[src/rtl/sdec_sched_pkg.sv]
// Shared encodings for the sdec_sched job scheduler: FSM states, grant indices
// and the round-robin pick used when both requesters are waiting.
package sdec_sched_pkg;

    localparam logic [1:0] ST_IDLE = 2'd0;
    localparam logic [1:0] ST_RUN  = 2'd1;
    localparam logic [1:0] ST_DONE = 2'd2;

    localparam logic GNT_0 = 1'b0;
    localparam logic GNT_1 = 1'b1;

    // With both requests up the one not served last wins; otherwise the lone requester wins.
    function automatic logic rr_pick(input logic req0, input logic req1, input logic last_grant);
        logic pick;
        if (req0 && req1) begin
            pick = (last_grant == GNT_0) ? GNT_1 : GNT_0;
        end else if (req1) begin
            pick = GNT_1;
        end else begin
            pick = GNT_0;
        end
        return pick;
    endfunction

endpackage

[src/rtl/sdec_sched_sdec.sv]
// Signed decrement-by-one with a flag marking the two's-complement wrap from
// the most negative value.
module sdec_sched_sdec #(
    parameter int DATAWIDTH = 8
) (
    input  logic signed [DATAWIDTH-1:0] a,
    output logic signed [DATAWIDTH-1:0] y,
    output logic                        wrap
);

    localparam logic signed [DATAWIDTH-1:0] ONE  = DATAWIDTH'(1);
    localparam logic signed [DATAWIDTH-1:0] MINV = {1'b1, {(DATAWIDTH-1){1'b0}}};

    assign y    = a - ONE;
    assign wrap = (a == MINV);

endmodule

[src/rtl/sdec_sched.sv]
// Two-requester job scheduler: round-robin capture, count-down decrement of the
// start value through one shared decrementer, single-cycle ack/done pulses.
//
// state   | meaning
// IDLE    | waiting for a request; captures winner on the next edge
// RUN     | decrementing acc once per edge until cnt reaches zero
// DONE    | result and ovf presented with the winner's done pulse
module sdec_sched
    import sdec_sched_pkg::*;
#(
    parameter int DATAWIDTH = 8,
    parameter int STEPW     = 4
) (
    input  logic                        clk,
    input  logic                        rst_n,
    input  logic                        req0,
    input  logic                        req1,
    input  logic signed [DATAWIDTH-1:0] val0,
    input  logic signed [DATAWIDTH-1:0] val1,
    input  logic        [STEPW-1:0]     steps0,
    input  logic        [STEPW-1:0]     steps1,
    output logic                        ack0,
    output logic                        ack1,
    output logic                        done0,
    output logic                        done1,
    output logic signed [DATAWIDTH-1:0] result,
    output logic                        ovf,
    output logic                        busy
);

    logic [1:0]                  state;
    logic signed [DATAWIDTH-1:0] acc;
    logic [STEPW-1:0]            cnt;
    logic                        ovf_q;
    logic                        grant;
    logic                        last_grant;
    logic                        ack0_q;
    logic                        ack1_q;

    logic                        pick;
    logic signed [DATAWIDTH-1:0] dec_y;
    logic                        dec_wrap;

    assign pick = rr_pick(req0, req1, last_grant);

    sdec_sched_sdec #(
        .DATAWIDTH(DATAWIDTH)
    ) u_sdec (
        .a    (acc),
        .y    (dec_y),
        .wrap (dec_wrap)
    );

    always_ff @(posedge clk or negedge rst_n) begin
        if (!rst_n) begin
            state      <= ST_IDLE;
            acc        <= '0;
            cnt        <= '0;
            ovf_q      <= 1'b0;
            grant      <= GNT_0;
            last_grant <= GNT_1;
            ack0_q     <= 1'b0;
            ack1_q     <= 1'b0;
        end else begin
            ack0_q <= 1'b0;
            ack1_q <= 1'b0;
            case (state)
                ST_IDLE: begin
                    if (req0 || req1) begin
                        grant      <= pick;
                        last_grant <= pick;
                        acc        <= (pick == GNT_1) ? val1 : val0;
                        cnt        <= (pick == GNT_1) ? steps1 : steps0;
                        ovf_q      <= 1'b0;
                        ack0_q     <= (pick == GNT_0);
                        ack1_q     <= (pick == GNT_1);
                        state      <= ST_RUN;
                    end
                end
                ST_RUN: begin
                    if (cnt != '0) begin
                        acc <= dec_y;
                        cnt <= cnt - STEPW'(1);
                        // ovf is sticky until the next capture
                        if (dec_wrap) begin
                            ovf_q <= 1'b1;
                        end
                    end else begin
                        state <= ST_DONE;
                    end
                end
                ST_DONE: begin
                    state <= ST_IDLE;
                end
                default: begin
                    state <= ST_IDLE;
                end
            endcase
        end
    end

    assign ack0   = ack0_q;
    assign ack1   = ack1_q;
    assign done0  = (state == ST_DONE) && (grant == GNT_0);
    assign done1  = (state == ST_DONE) && (grant == GNT_1);
    assign result = acc;
    assign ovf    = ovf_q;
    assign busy   = (state != ST_IDLE);

endmodule

[config.mk]
export PLATFORM = sky130hd
export DESIGN_NAME = sdec_sched
export DESIGN_NICKNAME = d
export VERILOG_FILES = /design/src/rtl/sdec_sched_pkg.sv /design/src/rtl/sdec_sched_sdec.sv /design/src/rtl/sdec_sched.sv
export SDC_FILE = /design/constraint.sdc
export NUM_CORES = 1
export LEC_CHECK = 0
export ABC_AREA = 0
export BUFFER_PORTS_ARGS = -buffer_cell sky130_fd_sc_hd__buf_2
export CAP_MARGIN = 25
export CELL_PAD_IN_SITES_DETAIL_PLACEMENT = 1
export CELL_PAD_IN_SITES_GLOBAL_PLACEMENT = 1
export CORE_ASPECT_RATIO = 1.25
export CORE_MARGIN = 2
export CORE_UTILIZATION = 32
export CTS_BUF_LIST = sky130_fd_sc_hd__clkbuf_16
export CTS_CLUSTER_SIZE = 40
export DETAILED_ROUTE_END_ITERATION = 10
export PLACE_DENSITY_LB_ADDON = 0.2
export SLEW_MARGIN = 10
export SYNTH_ARGS = -nofsm -noshare
export SYNTH_HDL_FRONTEND = slang
export SYNTH_SLANG_ARGS = --single-unit
[constraint.sdc]
create_clock -name clk -period 1.78 [get_ports clk]
set_clock_uncertainty 0.05 [all_clocks]
set_input_delay 0.089 -clock clk [delete_from_list [all_inputs] [get_ports clk]]
set_output_delay 0.089 -clock clk [all_outputs]
set_load 0.02 [all_outputs]
==> run_results.csv, run 1 <==
group,metric,value,unit
run_status,result_of_the_run,"complete, but fails checks",
run_status,failing_checks,"negative setup slack",
routing,detail-route-antenna-nets,0,
power,power_density,1960,nW/um2
placed_design,numPortBuffers,41,
critical_path,arrival,1.89,ns
layout,fill_cells,435,
yosys,synthesis.area,1150,um2
power,total_power,0.00314,W
layout,layout.cells.most_common,"buf_2",
critical_path,critPathRequiredTime,1.88,ns
critical_path,worst-path-max-fanout,4,
yosys,synth_fp_nets,151,
grt,globalRouteOverflowTotal,0,
power,total_leakage_power,0.816,nW
yosys,post_synth_xor_area_fraction,0,%
clocking,cts_made_buffers,3,
sta,max_fclk,0.559,GHz
layout,layout.core_utilization,46.0,%
critical_path,crit_path_start_kind,"flip-flop",
sta,rsz_0062_raised_after_global_routing,"yes",
yosys,synthesis.instances,120,
critical_path,critPathBufInv,2,
sta,worst_pin_slew,0.473,ns
layout,layout.cells.most_common_list,"buf_2 (41), dfrtp_1 (18), nand2_1 (13)",
floorplanning,die-width,57.7,um
grt,antenna_violations_before_repair,0,
clocking,cts.reportedPaths.clkPinSlew,0.06,ns
layout,num-nets-final,207,
yosys,synth.yosys.seq_area_share,41.4,%
placed_design,gpl.final_weighted_congestion,0.823,
routing,via_per_inst,5.40,
floorplanning,std_cell_rows,24,
yosys,synth_area_leader_cell,"dfrtp_1",
yosys,synth.top_cell.area_share,39.1,%
grt,grt_first_pass_wirelength,5940,um
clocking,clk_path_buf_depth,2,
sta,timing_max_transition_violations_final,0,
sta,worst_slew_margin_rel,68.5,%
yosys,synth-compound-area-share,27.0,%
clocking,tritoncts,"built",
yosys,synthesis.area_per_instance,9.60,um2
critical_path,timing.critical_path.max_delay_family,"compound AO/OA/AOI/OAI gates",
layout,post-route-cell-area,1600,um2
layout,synthToLayoutAreaGrowth,39.2,%
floorplanning,die_height,71.1,um
min_path,hold_class,"input pin to flip-flop",
yosys,area_share_of_and_or_nand_nor_cells_after_synthesis,16.2,%
sta,finalWorstSetupSlack,-0.00870,ns
sta,finalHoldWorstSlack,0.111,ns
grt,grt_start_max_net_pins,20,
critical_path,worstSetupEndpointType,"flip-flop",
yosys,synthMuxAreaShare,6.08,%
routing,drc,0,
clocking,clock_tree.root_cell,"clkbuf_16",
clocking,numClockSinks,19,
grt,grt.total_usage,19.2,%
yosys,synth-adder-area-share,3.26,%
sta,post-route-period-util,100,%
critical_path,crit_type,"flip-flop to flip-flop",
floorplanning,die_area,4100,um2
flow_run,maxCapViolCount,0,
floorplanning,floorplan.io_pins,42,
routing,drtIter0Drc,24,
floorplanning,initial_core_util,33.1,%
clocking,htree_num_levels,1,
layout,post_route_cells_drive_above_1_share,41.1,%
critical_path,worstPathCellList,"inv_1, ha_4, or3b_4, a2bb2oi_4, buf_4, a211oi_1, a21o_1",
critical_path,critical-path-slowest-cell,"dfrtp_1",
yosys,netlist_top_cells_area,"dfrtp_1 (39%), mux2i_1 (6.1%), a21o_1 (4.6%)",
yosys,largest_family_of_logic_cells_by_synthesized_area,"compound AO/OA/AOI/OAI gates",
routing,wl,3630,um
clocking,clk_latency,0.26,ns
routing,detailroute.via_count,1155,
yosys,synth.distinct_cells,35,
sta,hold_violations,0,
placed_design,dpl-instance-area,1450,um2
grt,number_of_global_route_vias_before_repair,1250,
sta,finalWorstPathRequiredPeriod,1.79,ns
critical_path,cp_slowest_stage_delay,0.39,ns
placed_design,place.detailed.hpwl,2650,um
routing,avgRoutedWirePerCell,17.0,um
power,vdd_ir_drop_max,1.06,mV
routing,detail_route.first_pass.iterations,4,
layout,antennaDiodeCount,0,
floorplanning,design.core.area,3480,um2
sta,setup-violations-final,2,
yosys,yosys_warnings,0,
yosys,yosys_register_bits,19,
worst min-delay path, stage by stage:
cell	delay [ns]
buf_2	0.07
mux2i_1	0.05
o211ai_1	0.16
where the power goes:
group          leakage, nW  internal (W)  switching [W]  total, W
Clock               0.0371      0.000304       0.000176  0.000479
Sequential           0.232      0.000642       0.000191  0.000833
Combinational        0.547      0.000835       0.000990   0.00183
flip-flops by register name (all words and copies together) (netlist names):
signal and flops:
cnt 4, result 8, ack1 1, last_grant 1
ovf 1, ack0 1, state 2, grant 1
routing by layer:
layer  GRT usage (%)  vias up  share of wire [%]
met5               0        -                  0
met4            7.49        0                3.1
met3            2.93        8                3.9
met2            35.2       32                 52
met1            21.7      561                 41
li1                -      554                  -
worst paths after layout:
| check | from | to | slack [ns] | cells past startpoint |
|---|---|---|---|---|
| setup reg to reg | cnt[1]$_DFFE_PN0P_ | result[0]$_DFFE_PN0P_ | -0.009 | 7 |
| hold reg to reg | ovf$_DFFE_PN0P_ | ovf$_DFFE_PN0P_ | 0.44 | 2 |
| hold / removal | val1[3] | result[3]$_DFFE_PN0P_ | 0.11 | 3 |
| setup / recovery | cnt[1]$_DFFE_PN0P_ | result[0]$_DFFE_PN0P_ | -0.009 | 7 |
| min in group asynchronous | rst_n | ack1$_DFF_PN0_ | 0.27 | 2 |
| max in group asynchronous | rst_n | last_grant$_DFFE_PN1P_ | 1.07 | 2 |
stage by stage:
step	instances	worst slack (ns)	setup TNS, ns
3_5_place_dp	206	0.0266	0
2_1_floorplan	120	0.0999	0
5_1_grt	214	-0.0699	-0.385
6_report	214	-0.00870	-0.0110
3_3_place_gp	206	0.0843	0
4_1_cts	211	0.0136	0
what timing repair did:
item	in CTS	in global routing
hold buffers	1	0
gates resized for setup	0	17
endpoints found under the hold margin	18	0
setup endpoints to repair	0	11
setup buffers	0	3
synthesized netlist by cell type:
cell type and number:
dfrtp_1 18, nand2_1 13, o21ai_0 10, a21oi_1 8, inv_1 8, a21o_1 7
mux2i_1 7, nor2_1 7, o221ai_1 4, ha_1 3, nor4_1 3, a211oi_1 2
a22oi_1 2, a32o_1 2, buf_2 2, buf_6 2, nand2b_1 2, nand3_1 2
nor3b_1 2, a21bo_2 1, a21boi_1 1, a221oi_1 1, a221oi_2 1, a2bb2oi_4 1
and2b_2 1, and3b_1 1, buf_4 1, dfstp_2 1, nand4_1 1, nor3_1 1
o211ai_1 1, o311ai_0 1, or2_1 1, or2_4 1, or3b_4 1
cell type report:
class                      instances  area [um2]  area share [%]
inverter                           8        32.5            2.03
timing repair buffer              56         328            20.4
multi-input combinational         88         636            39.6
clock buffer                       3        75.1            4.68
clock inverter                     1        7.51           0.468
sequential                        19         477            29.7
tap                               39        48.8            3.04
kinds of logic after synthesis:
| kind of cell | Yosys count |
|---|---|
| AOI/OAI and AO/OA | 42 |
| and+or+nand+nor | 36 |
| DFF | 19 |
| buffers and inverters | 13 |
| muxes | 7 |
| adders and majority gates | 3 |
Note: power is estimated with default switching activity, not from simulation.
==> run 2, diff against run 1 <==
- REMOVE_ABC_BUFFERS: not set -> 1
==> run 2 against run 1 <==
The run now ends clean. Routed wire length down 2.2%. Total power decreased by 2.1%. Global-route usage down 1.1 points. Register-to-register slack improved by 0.03 ns. Non-clock buffer count increased by 2. Die area is the same. Clock power fell by 3%. Cell count is 0.93% higher. Sequential power is 1% lower. Setup slack improved by 0.031 ns. Clock-buffer cell count did not move. Sequential cell count did not move. Critical path type unchanged. Critical endpoint unchanged.
==> run_results.csv, run 2 (synthesis gave the netlist of run 1 again) <==
group,metric,value,unit
run_status,result_of_the_run,"finished, final reports clean",
floorplanning,initial_core_util,33.1,%
critical_path,critPathLaunch,"cnt[1]$_DFFE_PN0P_",
layout,layout.cells.most_common_list,"buf_2 (41), dfrtp_1 (18), buf_4 (15)",
sta,finalWorstSetupSlack,0.0227,ns
critical_path,critical-path-slowest-cell,"or3b_4",
placed_design,place_worst_setup_slack,0.0378,ns
placed_design,place.detailed.hpwl,2680,um
routing,detailroute.via_count,1168,
critical_path,cp_slowest_stage_delay,0.40,ns
floorplanning,floorplan.io_pins,42,
layout,largest_reg_flops,8,
routing,drc,0,
min_path,min_from,"steps1[3]",
placed_design,gpl.final_weighted_congestion,0.804,
sta,max_fclk,0.569,GHz
layout,post_route_cells_drive_above_1_share,41.2,%
grt,grt_first_pass_wirelength,5710,um
critical_path,arrival,1.85,ns
sta,timing_max_transition_violations_final,0,
power,total_power,0.00307,W
placed_design,numPortBuffers,41,
layout,fill_cells,441,
routing,drtIter0Drc,39,
clocking,clk_path_buf_depth,2,
min_path,hold_class,"input pin to flip-flop",
layout,fin_cells,216,
sta,setup-violations-final,0,
floorplanning,std_cell_rows,24,
critical_path,crit_type,"flip-flop to flip-flop",
floorplanning,design.core.area,3480,um2
critical_path,timing.critical_path.max_delay_family,"compound AO/OA/AOI/OAI gates",
routing,detail_route.first_pass.iterations,4,
placed_design,dp_cells,207,
clocking,clk_latency,0.25,ns
critical_path,critPathBufInv,2,
layout,layout.cells.most_common,"buf_2",
power,vdd_ir_drop_max,0.884,mV
grt,globalRouteOverflowTotal,0,
routing,avgRoutedWirePerCell,16.4,um
floorplanning,die-width,57.7,um
floorplanning,die_height,71.1,um
sta,rsz_0062_raised_after_global_routing,"yes",
routing,via_per_inst,5.41,
power,power_density,1920,nW/um2
clocking,cts.reportedPaths.clkPinSlew,0.06,ns
routing,detail-route-antenna-nets,0,
sta,worst_pin_slew,0.510,ns
routing,wl,3550,um
critical_path,critPathRequiredTime,1.87,ns
grt,grt_start_max_net_pins,20,
layout,antennaDiodeCount,0,
floorplanning,die_area,4100,um2
clocking,tritoncts,"built",
sta,worst_slew_margin_rel,66.0,%
critical_path,worstSetupEndpointType,"flip-flop",
layout,synthToLayoutAreaGrowth,38.8,%
clocking,htree_num_levels,1,
clocking,numClockSinks,19,
sta,hold_violations,0,
power,total_leakage_power,0.823,nW
sta,finalWorstPathRequiredPeriod,1.76,ns
sta,post-route-period-util,98.7,%
flow_run,maxCapViolCount,0,
critical_path,worst-path-max-fanout,8,
critical_path,regToRegStartpoint,"cnt[1]$_DFFE_PN0P_",
layout,num-nets-final,209,
clocking,clock_tree.root_cell,"clkbuf_16",
critical_path,worstPathCellList,"inv_1, ha_2, or3b_4, a2bb2oi_4, buf_6, a211oi_2, a21o_1",
critical_path,crit_path_start_kind,"flip-flop",
clocking,cts_made_buffers,3,
grt,antenna_violations_before_repair,0,
grt,number_of_global_route_vias_before_repair,1175,
grt,grt.total_usage,18.1,%
sta,finalHoldWorstSlack,0.124,ns
## run 2: timing repair
action	4_1_cts	5_1_grt
hold endpoints to repair	18	0
setup buffers	0	4
resized for setup	0	7
hold buffers	1	0
setup endpoints to repair	0	9
## run 2: worst paths after layout
kind / slack, ns / end / cells past startpoint
setup reg to reg: 0.02 / result[0]$_DFFE_PN0P_ / 7
setup / recovery: 0.02 / result[0]$_DFFE_PN0P_ / 7
hold / removal: 0.12 / cnt[3]$_DFFE_PN0P_ / 3
hold reg to reg: 0.43 / ovf$_DFFE_PN0P_ / 2
max in group asynchronous: 1.07 / last_grant$_DFFE_PN1P_ / 2
min in group asynchronous: 0.27 / ack0$_DFF_PN0_ / 2
## run 2: per-layer routing
metal,vias to the layer above,part of all wire (%),GRT usage (%)
met1,575,42,22.2
met2,35,52,32.2
met3,5,4.6,2.74
li1,553,-,-
met5,-,0,0
met4,0,1.2,5.43
## run 2: report_power, final
part / internal (W) / switching (W)
combinational: 0.000812 / 0.000976
sequential: 0.000642 / 0.000179
clock: 0.000301 / 0.000162
## run 2: worst min-delay path: cells and delay by family
family / cells / cell delay (ns)
mux: 1 / 0.05
compound gates: 1 / 0.16
buf+inv: 1 / 0.08
## run 2: cell type report
type / instances / area (um2) / share of cell area, %
clock inverter: 1 / 5.00 / 0.313
tap: 39 / 48.8 / 3.05
multi-input combinational: 88 / 624 / 39.0
timing repair buffer: 58 / 339 / 21.2
inverter: 8 / 30.0 / 1.88
clock buffer: 3 / 75.1 / 4.69
sequential: 19 / 477 / 29.8
## run 2: metrics by stage
stage | setup TNS [ns] | area (um2) | utilization (%)
floorplan | 0 | 1110 | -
global placement | 0 | 1460 | 41.8
detailed placement | 0 | 1460 | 41.8
CTS | 0 | 1550 | 44.4
global route | -0.139 | 1600 | 45.9
finish | 0 | 1600 | 45.9
==> run 3, diff against run 2 <==
- MAX_ROUTING_LAYER: not set -> met4
- SETUP_SLACK_MARGIN: not set -> 0.15
==> run 3 against run 2 <==
Die area unchanged. Cell count increased by 0.93%. Clock-buffer cell count unchanged. Total power increased by 1.8%. Sequential share of layout area decreased by 0.32 points. Hold slack got worse by 0.0010 ns. Global-route usage increased by 0.99 points. Critical path type unchanged.
==> run_results.csv, run 3 (synthesis gave the netlist of run 1 again) <==
group,metric,value,unit
flow_run,maxCapViolCount,0,
grt,antenna_violations_before_repair,0,
routing,drc,0,
critical_path,worst-path-max-fanout,8,
sta,finalWorstSetupSlack,0.0354,ns
sta,worst_pin_slew,0.511,ns
grt,grt_first_pass_wirelength,5840,um
grt,grt_start_max_net_pins,20,
critical_path,timing.critical_path.max_delay_family,"simple AND/OR/NAND/NOR gates",
run_status,result_of_the_run,"finished, final reports clean",
min_path,timing.hold.worst_path_depth,3,
critical_path,critical-path-slowest-cell,"or3b_4",
sta,worst_slew_margin_rel,66.0,%
placed_design,place_worst_setup_slack,0.0378,ns
layout,synthToLayoutAreaGrowth,40.3,%
routing,detailroute.via_count,1166,
placed_design,gpl.final_weighted_congestion,0.816,
floorplanning,die-width,57.7,um
power,seq_power_share,26.2,%
layout,layout.cells.most_common_list,"buf_2 (41), dfrtp_1 (18), buf_4 (17)",
floorplanning,initial_core_util,33.1,%
critical_path,critPathRequiredTime,1.87,ns
power,power_density,1940,nW/um2
critical_path,worst_r2r_path_depth,7,
layout,num-nets-final,211,
clocking,htree_num_levels,1,
power,power_report.internal_total,0.00179,W
sta,setup-violations-final,0,
layout,fin_cells,218,
routing,detail_route.first_pass.iterations,4,
sta,hold_violations,0,
placed_design,place.detailed.hpwl,2680,um
grt,grt.total_usage,19.1,%
sta,max_fclk,0.573,GHz
sta,finalWorstPathRequiredPeriod,1.74,ns
floorplanning,die_height,71.1,um
power,total_leakage_power,0.832,nW
floorplanning,floorplan.io_pins,42,
power,netSwitchingPower,0.00134,W
power,switching_part_of_the_total,42.7,%
critical_path,worstSetupEndpointType,"flip-flop",
layout,fill_cells,443,
layout,largest_reg_flops,8,
routing,via_per_inst,5.35,
placed_design,dp_cells,207,
floorplanning,die_area,4100,um2
critical_path,critPathBufInv,2,
clocking,numClockSinks,19,
min_path,hold_class,"input pin to flip-flop",
critical_path,cp_slowest_stage_delay,0.40,ns
power,clk_pwr_share,14.8,%
critical_path,worstPathCellList,"inv_1, ha_2, or3b_4, a2bb2oi_4, buf_6, a211oi_2, a21o_1",
layout,layout.cells.most_common,"buf_2",
critical_path,regToRegSetupSlack,0.04,ns
routing,detail-route-antenna-nets,0,
clocking,clock_tree.root_cell,"clkbuf_16",
critical_path,regToRegStartpoint,"cnt[0]$_DFFE_PN0P_",
critical_path,crit_path_start_kind,"flip-flop",
sta,post-route-period-util,98.0,%
layout,post_route_cells_drive_above_1_share,42.5,%
power,combinationalPowerShare,58.9,%
clocking,tritoncts,"built",
floorplanning,design.core.area,3480,um2
min_path,min_from,"steps1[3]",
floorplanning,std_cell_rows,24,
routing,avgRoutedWirePerCell,16.6,um
sta,rsz_0062_raised_after_global_routing,"yes",
clocking,clk_latency,0.25,ns
routing,wl,3620,um
placed_design,numPortBuffers,41,
clocking,cts_made_buffers,3,
power,vdd_ir_drop_max,0.886,mV
grt,number_of_global_route_vias_before_repair,1190,
grt,globalRouteOverflowTotal,0,
min_path,min_to,"cnt[3]$_DFFE_PN0P_",
clocking,cts.reportedPaths.clkPinSlew,0.06,ns
layout,antennaDiodeCount,0,
critical_path,crit_type,"flip-flop to flip-flop",
sta,timing_max_transition_violations_final,0,
routing,drtIter0Drc,26,
clocking,clk_path_buf_depth,2,
critical_path,rr_endpoint,"result[0]$_DFFE_PN0P_",
critical_path,arrival,1.83,ns
==> run 3: changes by cell type in the layout (fill, tap and decap cells not counted), sizes merged <==
cell  before  now
buf       57   59
==> run 3: per-stage QoR <==
step / instance area [um2] / setup TNS, ns / hold WS (ns) / total power, W / util [%]
finish: 1620 / 0 / 0.123 / 0.00313 / 46.4
global placement: 1460 / 0 / 0.0169 / 0.00242 / 41.8
floorplan: 1110 / 0 / -0.257 / 0.00184 / -
global route: 1620 / -0.118 / 0.147 / 0.00338 / 46.4
CTS: 1580 / 0 / 0.122 / 0.00304 / 45.3
detailed placement: 1460 / 0 / 0.0153 / 0.00250 / 41.8
==> run 3: timing repair <==
action | in CTS | in global routing
gates cloned | 0 | 0
endpoints found under the setup margin | 11 | 13
pin swaps | 1 | 3
hold buffers | 1 | 0
gates resized for setup | 4 | 6
hold endpoints to repair | 18 | 0
buffers inserted | 3 | 3
==> run 3: power groups by stage <==
stage,Sequential [W],Combinational [W],Clock (W)
final,0.000821,0.00184,0.000463
after global routing,0.000853,0.00203,0.000497
after CTS,0.000819,0.00175,0.000476
after global placement,0.000803,0.00161,0
after detailed placement,0.000823,0.00167,0
after floorplan,0.000927,0.000914,0
==> run 3: worst max-delay path by stage <==
| stage | from | end | cells after the start |
|---|---|---|---|
| finish | cnt[0]$_DFFE_PN0P_ | result[0]$_DFFE_PN0P_ | 7 |
| global route | cnt[0]$_DFFE_PN0P_ | cnt[0]$_DFFE_PN0P_ | 7 |
| CTS | cnt[0]$_DFFE_PN0P_ | result[0]$_DFFE_PN0P_ | 7 |
| detailed placement | cnt[1]$_DFFE_PN0P_ | result[0]$_DFFE_PN0P_ | 7 |
| global placement | cnt[1]$_DFFE_PN0P_ | result[0]$_DFFE_PN0P_ | 7 |
| floorplan | cnt[0]$_DFFE_PN0P_ | cnt[2]$_DFFE_PN0P_ | 7 |
==> run 3: cell type report <==
cell class / instances / area [um2] / area share (%)
multi-input cells: 88 / 627 / 38.8
clock buffers: 3 / 75.1 / 4.64
well taps: 39 / 48.8 / 3.02
repair buffers: 60 / 354 / 21.9
flip-flops and latches: 19 / 477 / 29.5
clock inverters: 1 / 5.00 / 0.310
inverters: 8 / 30.0 / 1.86
==> run 3: worst reg2reg max path, stage by stage (launching register included) <==
cell,delay [ns]
dfrtp_1,0.38
inv_1,0.08
ha_2,0.17
or3b_4,0.40
a2bb2oi_4,0.18
buf_6,0.16
a211oi_2,0.04
a21o_1,0.17
==> run 3: per-layer routing <==
| layer | track usage [%] | vias to the layer above | part of all wire [%] |
|---|---|---|---|
| met5 | - | - | 0 |
| met4 | 5.43 | 0 | 1.7 |
| met3 | 2.74 | 7 | 4.7 |
| met2 | 33.2 | 40 | 52 |
| met1 | 22.6 | 564 | 41 |
| li1 | - | 555 | - |
